### src/rtl/usr_serdes_pkg.sv
// Shared modes, command encodings and FSM states for usr_serdes_ctrl.
// USR_SERDES_PARITY_EN adds the PAR state.
package usr_serdes_pkg;

  localparam logic [1:0] MODE_HOLD = 2'b00;
  localparam logic [1:0] MODE_SHR  = 2'b01;
  localparam logic [1:0] MODE_SHL  = 2'b10;
  localparam logic [1:0] MODE_LOAD = 2'b11;

  localparam logic [1:0] OP_TX_LSB = 2'b00;
  localparam logic [1:0] OP_RX     = 2'b01;
  localparam logic [1:0] OP_TX_MSB = 2'b10;
  localparam logic [1:0] OP_LOAD   = 2'b11;

  typedef enum logic [2:0] {
    S_IDLE,
    S_LOAD,
    S_SHIFT,
`ifdef USR_SERDES_PARITY_EN
    S_PAR,
`endif
    S_DONE
  } state_t;

endpackage

### src/rtl/usr_core.sv
// Universal shift register: hold, shift right/left, parallel load.
// Shift right feeds serial_in into the MSB, shift left into the LSB.
module usr_core
  import usr_serdes_pkg::*;
#(
  parameter int WIDTH = 4
) (
  input  logic             clk,
  input  logic             rst_n,
  input  logic [1:0]       mode,
  input  logic             serial_in,
  input  logic [WIDTH-1:0] parallel_in,
  output logic [WIDTH-1:0] q
);

  always_ff @(posedge clk) begin
    if (!rst_n) begin
      q <= '0;
    end else begin
      unique case (mode)
        MODE_SHR:  q <= {serial_in, q[WIDTH-1:1]};
        MODE_SHL:  q <= {q[WIDTH-2:0], serial_in};
        MODE_LOAD: q <= parallel_in;
        default:   q <= q;
      endcase
    end
  end

endmodule

### src/rtl/usr_serdes_ctrl.sv
// Command-driven serializer/deserializer around usr_core.
// Optional even parity bit: define USR_SERDES_PARITY_EN.
module usr_serdes_ctrl
  import usr_serdes_pkg::*;
#(
  parameter int WIDTH = 4,
  parameter int LENW  = $clog2(WIDTH+1)
) (
  input  logic             clk,
  input  logic             rst_n,
  input  logic             cmd_valid,
  output logic             cmd_ready,
  input  logic [1:0]       cmd_op,
  input  logic [WIDTH-1:0] cmd_data,
  input  logic [LENW-1:0]  cmd_len,
  input  logic             sin,
  output logic             sout,
  output logic             sout_en,
  output logic             rsp_valid,
  input  logic             rsp_ready,
  output logic [WIDTH-1:0] rsp_data,
  output logic             rsp_err,
  output logic [1:0]       usr_mode
);

  localparam logic [LENW-1:0] WMAX = LENW'(WIDTH);
  localparam logic [LENW-1:0] ONE  = LENW'(1);

  state_t           state;
  state_t           nxt;
  logic [1:0]       op_q;
  logic [WIDTH-1:0] data_q;
  logic [LENW-1:0]  len_q;
  logic [LENW-1:0]  cnt;
  logic [LENW-1:0]  eff_len;
  logic [1:0]       mode;
  logic             ser_in;
  logic [WIDTH-1:0] pin;
  logic [WIDTH-1:0] q;
  logic             is_rx;
  logic             bit_out;
  logic             sbit;
  logic             accept;

  usr_core #(.WIDTH(WIDTH)) u_core (
    .clk         (clk),
    .rst_n       (rst_n),
    .mode        (mode),
    .serial_in   (ser_in),
    .parallel_in (pin),
    .q           (q)
  );

  assign eff_len = (cmd_len == '0 || cmd_len > WMAX)
                 ? WMAX : cmd_len;
  assign is_rx   = (op_q == OP_RX);
  assign bit_out = (op_q == OP_TX_LSB) ? q[0] : q[WIDTH-1];
  assign sbit    = is_rx ? sin : bit_out;
  assign accept  = (state == S_IDLE) && cmd_valid;

`ifdef USR_SERDES_PARITY_EN
  logic par_q;
  logic err_q;
  localparam state_t AFTER_SHIFT = S_PAR;
`else
  localparam state_t AFTER_SHIFT = S_DONE;
`endif

  always_comb begin
    nxt       = state;
    mode      = MODE_HOLD;
    ser_in    = 1'b0;
    pin       = data_q;
    sout      = 1'b0;
    sout_en   = 1'b0;
    cmd_ready = 1'b0;
    rsp_valid = 1'b0;
    unique case (state)
      S_IDLE: begin
        cmd_ready = 1'b1;
        if (cmd_valid) nxt = S_LOAD;
      end
      S_LOAD: begin
        mode = MODE_LOAD;
        pin  = is_rx ? '0 : data_q;
        nxt  = (op_q == OP_LOAD) ? S_DONE : S_SHIFT;
      end
      S_SHIFT: begin
        mode    = (op_q == OP_TX_LSB) ? MODE_SHR : MODE_SHL;
        ser_in  = is_rx & sin;
        sout_en = !is_rx;
        sout    = !is_rx & bit_out;
        if (cnt == ONE) nxt = AFTER_SHIFT;
      end
`ifdef USR_SERDES_PARITY_EN
      S_PAR: begin
        sout_en = !is_rx;
        sout    = !is_rx & par_q;
        nxt     = S_DONE;
      end
`endif
      S_DONE: begin
        rsp_valid = 1'b1;
        if (rsp_ready) nxt = S_IDLE;
      end
      default: nxt = S_IDLE;
    endcase
  end

  always_ff @(posedge clk) begin
    if (!rst_n) begin
      state  <= S_IDLE;
      op_q   <= '0;
      data_q <= '0;
      len_q  <= '0;
      cnt    <= '0;
    end else begin
      state <= nxt;
      if (accept) begin
        op_q   <= cmd_op;
        data_q <= cmd_data;
        len_q  <= eff_len;
      end
      if (state == S_LOAD) cnt <= len_q;
      if (state == S_SHIFT) cnt <= cnt - ONE;
    end
  end

`ifdef USR_SERDES_PARITY_EN
  always_ff @(posedge clk) begin
    if (!rst_n) begin
      par_q <= 1'b0;
      err_q <= 1'b0;
    end else begin
      if (accept) begin
        par_q <= 1'b0;
        err_q <= 1'b0;
      end
      if (state == S_SHIFT) par_q <= par_q ^ sbit;
      if (state == S_PAR && is_rx) err_q <= sin ^ par_q;
    end
  end
  assign rsp_err = rsp_valid & err_q;
`else
  assign rsp_err = 1'b0;
`endif

  assign rsp_data = rsp_valid ? q : '0;
  assign usr_mode = mode;

endmodule
### config.mk
export PLATFORM = sky130hd
export DESIGN_NAME = usr_serdes_ctrl
export DESIGN_NICKNAME = d
export VERILOG_FILES = /design/src/rtl/usr_serdes_pkg.sv /design/src/rtl/usr_core.sv /design/src/rtl/usr_serdes_ctrl.sv
export SDC_FILE = /design/constraint.sdc
export NUM_CORES = 1
export LEC_CHECK = 0
export CAP_MARGIN = 20
export CORE_MARGIN = 2
export CORE_UTILIZATION = 53
export DETAILED_ROUTE_END_ITERATION = 10
export PLACE_DENSITY = 0.81
export REMOVE_ABC_BUFFERS = 1
export SLEW_MARGIN = 10
export SYNTH_ARGS = -nofsm -noshare
export SYNTH_HDL_FRONTEND = slang
export SYNTH_HIERARCHICAL = 1
export SYNTH_SLANG_ARGS = --single-unit
### constraint.sdc
create_clock -name clk -period 2.8 [get_ports clk]
set_input_delay 0.56 -clock clk [delete_from_list [all_inputs] [get_ports clk]]
set_output_delay 0.56 -clock clk [all_outputs]
set_load 0.01 [all_outputs]
==> run metrics, run 1 <==
initial antenna violation count=0; Max Cap Viol=0; Initial Util=56.1%; first-pass GRT wire length=3.83 mm; WL final=roughly 2.1 mm; grt total ovfl=0; Clock Path Buffers=2; Fin Clk Skew=0.00395 ns; number of global-route vias before repair=between 900 and 1000; Yosys top cell area share=between 30% and 40%; synthesized area per cell=8.81 µm²; Std-Cell Rows=16; maximum vdd drop=0.417 mV; Crit Path Category=flip-flop to primary output; endpoint class of the critical path=primary output; clk root buf=clkbuf_4; post-CTS resize count=0; core area=about 2000 µm²; Register Area=about 360 µm²; DR vias=886; first-pass detailed-route iteration total=4; CTS tree=done; post-synth cell types=31; flops & latches, synth=18; Mapped Cells=roughly 130; hold path cells=2; H-tree depth=1; Final Hold Vio Count=0; Reg clk slew, reported paths=0.11 ns; Hold Buf Count CTS=0; share of post-route cells with drive strength above 1=6.80%; via density per instance=5.09; antenna-violating nets left=0; Clock Sinks=18; crit start category=flip-flop; Pleak=between 0.5 and 0.6 nW; Die H=49.6 µm; register area share after synthesis=32.7%; Crit path required time=2.24 ns; worst r2r path cells=6; Final Slew Violations=0; area of the multi-input gates=671 µm²; Synthesis Warnings=6; Antenna Cells=0; Worst EP arrival=between 2 and 2.5 ns; routed wire length per instance=between 10 and 15 µm; leading area contributor after synthesis=dfxtp_1; HP Class=flip-flop to flip-flop; post-synthesis cell area=1100 µm²; GR Util All Layers=roughly a fifth; commonest non-fill, non-tap cell in the layout=clkdlybuf4s50_1; count of nets after finishing=170; Final Cycle Share=roughly nine tenths; P&R area growth vs syn=24.0%; number of remaining DRC errors=0; final setup fails=0; crit-path max FO=9; number of buffers created by CTS=3; Die X-Extent=49.6 µm; routability congestion estimate=around 0.8; status=complete, no violations; die area=2460 µm²; largest net degree at the start of global routing=17; DP Wirelength=1.72 mm; I/O pin total=25; ranking of synthesized cells by area=dfxtp_1 (33%), ha_1 (9.1%), mux2i_1 (9.1%); Power Dens Cells=747 nW/µm²; Fillers=around 160; minimum clock period=2.57 ns; RSZ-0062 raised after global routing=false; total power=1.02 mW; number of setup buffers added after CTS=0; most frequent cells in the layout=clkdlybuf4s50_1 (23), nand2_1 (20), dfxtp_1 (18), nor2b_1 (10), mux2i_1 (10); setup total negative slack=0 ns; IO buf count=23; DR iter-0 viols=13; Clk Latency, worst-skew pair=0.28 ns; FMAX=around 390 MHz; Hold Slack=0.467 ns
-- synth_stat cells (all sizes together) --
| cell type | instances |
|---|---|
| a2111oi | 1 |
| a21boi | 8 |
| a21oi | 3 |
| a221oi | 1 |
| a22oi | 2 |
| a311oi | 1 |
| and2 | 9 |
| and3 | 1 |
| buf | 5 |
| clkbuf | 1 |
| conb | 1 |
| dfxtp | 18 |
| ha | 8 |
| inv | 7 |
| mux2i | 10 |
| nand2 | 20 |
| nand2b | 2 |
| nand3b | 2 |
| nor2 | 3 |
| nor2b | 10 |
| o211a | 1 |
| o21a | 2 |
| o21ai | 3 |
| o22ai | 4 |
| o2bb2ai | 1 |
| or2 | 1 |
-- worst max-delay path, stage by stage, from the launching register on --
cell and delay (ns):
dfxtp_1 0.35, inv_1 0.13, ha_1 0.39, a21oi_1 0.11, nor2b_1 0.17, clkdlybuf4s50_1 0.56
-- sequential cells by signal, indices dropped and copies added, names as in the netlist --
name      count
state         2
u_core/q      4
len_q         3
op_q          2
data_q        4
cnt           3
-- stage by stage --
| step | cells | area (µm²) | utilization [%] | setup slack [ns] |
|---|---|---|---|---|
| 2_1_floorplan | 119 | 1060 | - | 1.00 |
| 3_3_place_gp | 170 | 1330 | 67.7 | 0.619 |
| 3_5_place_dp | 170 | 1330 | 67.7 | 0.546 |
| 4_1_cts | 174 | 1370 | 69.6 | 0.214 |
| 5_1_grt | 174 | 1370 | 69.6 | 0.103 |
| 6_report | 174 | 1370 | 69.6 | 0.229 |
-- report_power, final --
group	internal (mW)	total, mW	leakage [nW]	switching, mW
clock network	0.0790	0.158	0.0210	0.0787
logic	0.253	0.520	0.338	0.267
registers	0.303	0.342	0.147	0.0390
-- cells by family after synthesis --
logic type	synth area share [%]
buffers and inverters	6.36
muxes	9.09
AOI/OAI and AO/OA	19.4
DFF	32.7
adders and majority gates	9.09
and+or+nand+nor	23.0
other	0.341
-- cell type report --
| cell class | instances | share of cell area [%] |
|---|---|---|
| clock buffer | 4 | 2.66 |
| timing repair buffer | 24 | 17.4 |
| multi-input combinational | 94 | 49.1 |
| inverter | 7 | 1.92 |
| tap | 27 | 2.47 |
| sequential | 18 | 26.4 |
-- metal layers --
layer  track usage (%)  routed length [µm]
met4              4.17                  14
met1              24.3                 972
met2              34.9                1060
met3              2.73                  65
met5                 0                   0
-- final timing paths --
path	from	slack, ns	to
hold / removal	data_q[2]$_SDFFE_PN0P_	0.47	data_q[2]$_SDFFE_PN0P_
hold reg to reg	data_q[2]$_SDFFE_PN0P_	0.47	data_q[2]$_SDFFE_PN0P_
setup / recovery	state[0]$_SDFFE_PN0P_	0.23	usr_mode[0]
setup reg to reg	state[0]$_SDFFE_PN0P_	1.07	u_core/q[0]$_SDFFE_PN0P_
Power figures use the tool's default switching activity.
==> run 2, diff against run 1 <==
--- a/config.mk
+++ b/config.mk
@@ -5,9 +5,11 @@
 export SDC_FILE = /design/constraint.sdc
 export NUM_CORES = 1
 export LEC_CHECK = 0
+export ABC_AREA = 1
 export CAP_MARGIN = 20
 export CORE_MARGIN = 2
 export CORE_UTILIZATION = 53
+export CTS_BUF_LIST = sky130_fd_sc_hd__clkbuf_8 sky130_fd_sc_hd__clkbuf_16
 export DETAILED_ROUTE_END_ITERATION = 10
 export PLACE_DENSITY = 0.81
 export REMOVE_ABC_BUFFERS = 1
==> run metrics, run 2 <==
Final Cycle Share=91.8% (about the same); P&R area growth vs syn=26.9%; Final Hold Vio Count=0 (unchanged); CP cell instances=inv_1 -> ha_1 -> inv_1 -> a21oi_1 -> clkdlybuf4s50_1; share of post-route cells with drive strength above 1=7.73% (+0.93 points); clk root buf=clkbuf_8; fin area=1410 µm² (+3.2%); Post-DP Area=1350 µm² (+1.9%); Power Dens Cells=870 nW/µm² (+16%); final setup fails=0 (unchanged); endpoint class of the critical path=primary output; minimum clock period=2.57 ns (-0.000614 ns); DR iter-0 viols=20 (+7); first-pass detailed-route iteration total=4 (unchanged); crit-path max FO=6 (-3); Post-Synth Simple-Gate Area=28.4% (+5.5 points); HP Class=flip-flop to flip-flop; GR Util All Layers=22.5% (+3.1 points); maximum vdd drop=0.549 mV (+32%); grt total ovfl=0 (unchanged); largest family of logic cells by synthesized area=simple AND/OR/NAND/NOR gates; Reg clk slew, reported paths=0.07 ns (-0.04 ns); H-tree depth=1 (unchanged); Clk Latency, worst-skew pair=0.25 ns (-0.03 ns); IO buf count=23 (unchanged); compound-cell area share of the yosys netlist=14.9% (-4.6 points); Top FF cell, synth=dfxtp_1; post-synthesis cell area=1110 µm² (+0.80%); core area=1960 µm² (unchanged); CP max stage delay=0.57 ns (about the same); status=complete, no violations; register area share after synthesis=32.5% (-0.26 points); DP Wirelength=1.79 mm (+3.8%); Fillers=187 (+14%); I/O pin total=25 (unchanged); Antenna Cells=0 (unchanged); Pleak=0.644 nW (+27%); Post-synth top cells=inv_1 (32), nand2_1 (28), nor2_1 (23); Crit path depth=5 (unchanged); WL final=2.39 mm (+13%); Mapped Cells=169 (+35%); mux cell area share after synthesis=0% (-9.1 points); Yosys top cell area share=32.5% (-0.26 points); hold wc startpoint=data_q[1]$_SDFFE_PN0P_; FMAX=389 MHz (about the same); via density per instance=4.92 (-3.4%); CP startpoint=state[1]$_SDFFE_PN0P_; number of setup buffers added after CTS=0 (unchanged); Final Slew Violations=0 (unchanged); Slew HR=62.4%; Initial Util=56.6% (+0.45 points); flop-to-flop setup slack=0.97 ns (-0.10 ns); Fin Clk Skew=0.00358 ns (-0.000364 ns); total power=1.23 mW (+20%); Critical Path Most Common Cell=inv_1; CP Capture Point=usr_mode[1]; setup total negative slack=0 ns (unchanged); Die H=49.8 µm (+0.36%); top-count cell post-synth=inv_1; Hold Buf Count CTS=0 (unchanged); number of flops mapped to enable cells by yosys=0 (unchanged); count of nets after finishing=217 (+28%); leading area contributor after synthesis=dfxtp_1; post-synth cell types=23 (-26%); DR vias=1087 (+23%); Clock Path Buffers=2 (unchanged); Largest regs=data_q (4), u_core/q (4); RR Endpoint=u_core/q[3]$_SDFFE_PN0P_; Post-Synth XOR/XNOR Area=0% (unchanged); CP max stage cell=clkdlybuf4s50_1; Worst Path Buf+Inv=3 (+1); RR Startpoint=state[1]$_SDFFE_PN0P_; post-CTS resize count=0 (unchanged); flops & latches, synth=18 (unchanged); Synth Area in Adders=9.02% (-0.072 points); Crit path required time=2.24 ns (about the same); worst r2r path cells=10 (+4); number of remaining DRC errors=0 (unchanged); number of buffers created by CTS=3 (unchanged); routed wire length per instance=10.8 µm (-11%); Clock Sinks=18 (unchanged); worst-margin pin slew=0.562 ns; crit start category=flip-flop; antenna-violating nets left=0 (unchanged); largest net degree at the start of global routing=18 (+1); ranking of synthesized cells by area=dfxtp_1 (32%), inv_1 (11%), nand2_1 (9.5%); die area=2480 µm² (+0.73%); Max Cap Viol=0 (unchanged); synthesized area per cell=6.57 µm² (-25%); routability congestion estimate=0.874 (+6.4%); Final Util=71.8% (+2.2 points); Worst EP arrival=2.01 ns (about the same); number of global-route vias before repair=1045 (+15%); Std-Cell Rows=16 (unchanged); most frequent cells in the layout=inv_1 (32), nand2_1 (28), nor2_1 (23), clkdlybuf4s50_1 (23), dfxtp_1 (18); CP top delay family=buffers and inverters; Synthesis Warnings=6 (unchanged); FFs w/ async S/R, synth=0% (unchanged); Crit Path Category=flip-flop to primary output; commonest non-fill, non-tap cell in the layout=inv_1; Die X-Extent=49.8 µm (+0.36%); first-pass GRT wire length=4.38 mm (+14%); CTS tree=done; initial antenna violation count=0 (unchanged); RSZ-0062 raised after global routing=false
## run 2: worst min path at each step
stage / endpoint / slack (ns) / cells past startpoint
2_1_floorplan: data_q[0]$_SDFFE_PN0P_ / 0.43 / 2
3_3_place_gp: data_q[1]$_SDFFE_PN0P_ / 0.44 / 2
3_5_place_dp: data_q[2]$_SDFFE_PN0P_ / 0.45 / 2
4_1_cts: data_q[1]$_SDFFE_PN0P_ / 0.46 / 2
5_1_grt: data_q[1]$_SDFFE_PN0P_ / 0.49 / 2
6_report: data_q[1]$_SDFFE_PN0P_ / 0.46 / 2
## run 2: power by group
group,switching [mW],internal (mW)
sequential,0.0512,0.328
clock,0.0903,0.125
combinational,0.369,0.262
total,0.511,0.715
## run 2: worst min-delay path, delay by kind of cell (launching register included)
family | cells | cell delay [ns]
flops | 1 | 0.30
buf+inv | 1 | 0.06
compound gates | 1 | 0.05
## run 2: stage by stage
stage | std cells | setup WS (ns) | hold slack, ns
2_1_floorplan | 165 | 0.817 | 0.429
3_3_place_gp | 217 | 0.584 | 0.444
3_5_place_dp | 217 | 0.510 | 0.450
4_1_cts | 221 | 0.216 | 0.460
5_1_grt | 221 | 0.0859 | 0.486
6_report | 221 | 0.230 | 0.457
## run 2: metal layers
metal  vias up  global-route usage (%)  wire [µm]
li1        571                       -          -
met1       488                    27.0       1090
met2        26                    41.6       1170
met3         2                    4.24        102
met4         0                    4.17         16
met5         -                       0          0
## run 2: logic make-up (layout without fill, tap and decap cells)
kind of cell,Yosys count,after routing
compound gates,32,32
fa+ha+maj,8,8
buf+inv,38,63
flops,18,18
other cells,1,1
simple gates,72,72
## run 2: area by class of cell
class	instances	area [µm²]	area share, %
Sequential cell	18	360	25.6
Multi-Input combinational cell	113	584	41.5
Timing Repair Buffer	25	245	17.4
Tap cell	27	33.8	2.40
Clock buffer	4	55.1	3.91
Inverter	34	130	9.24
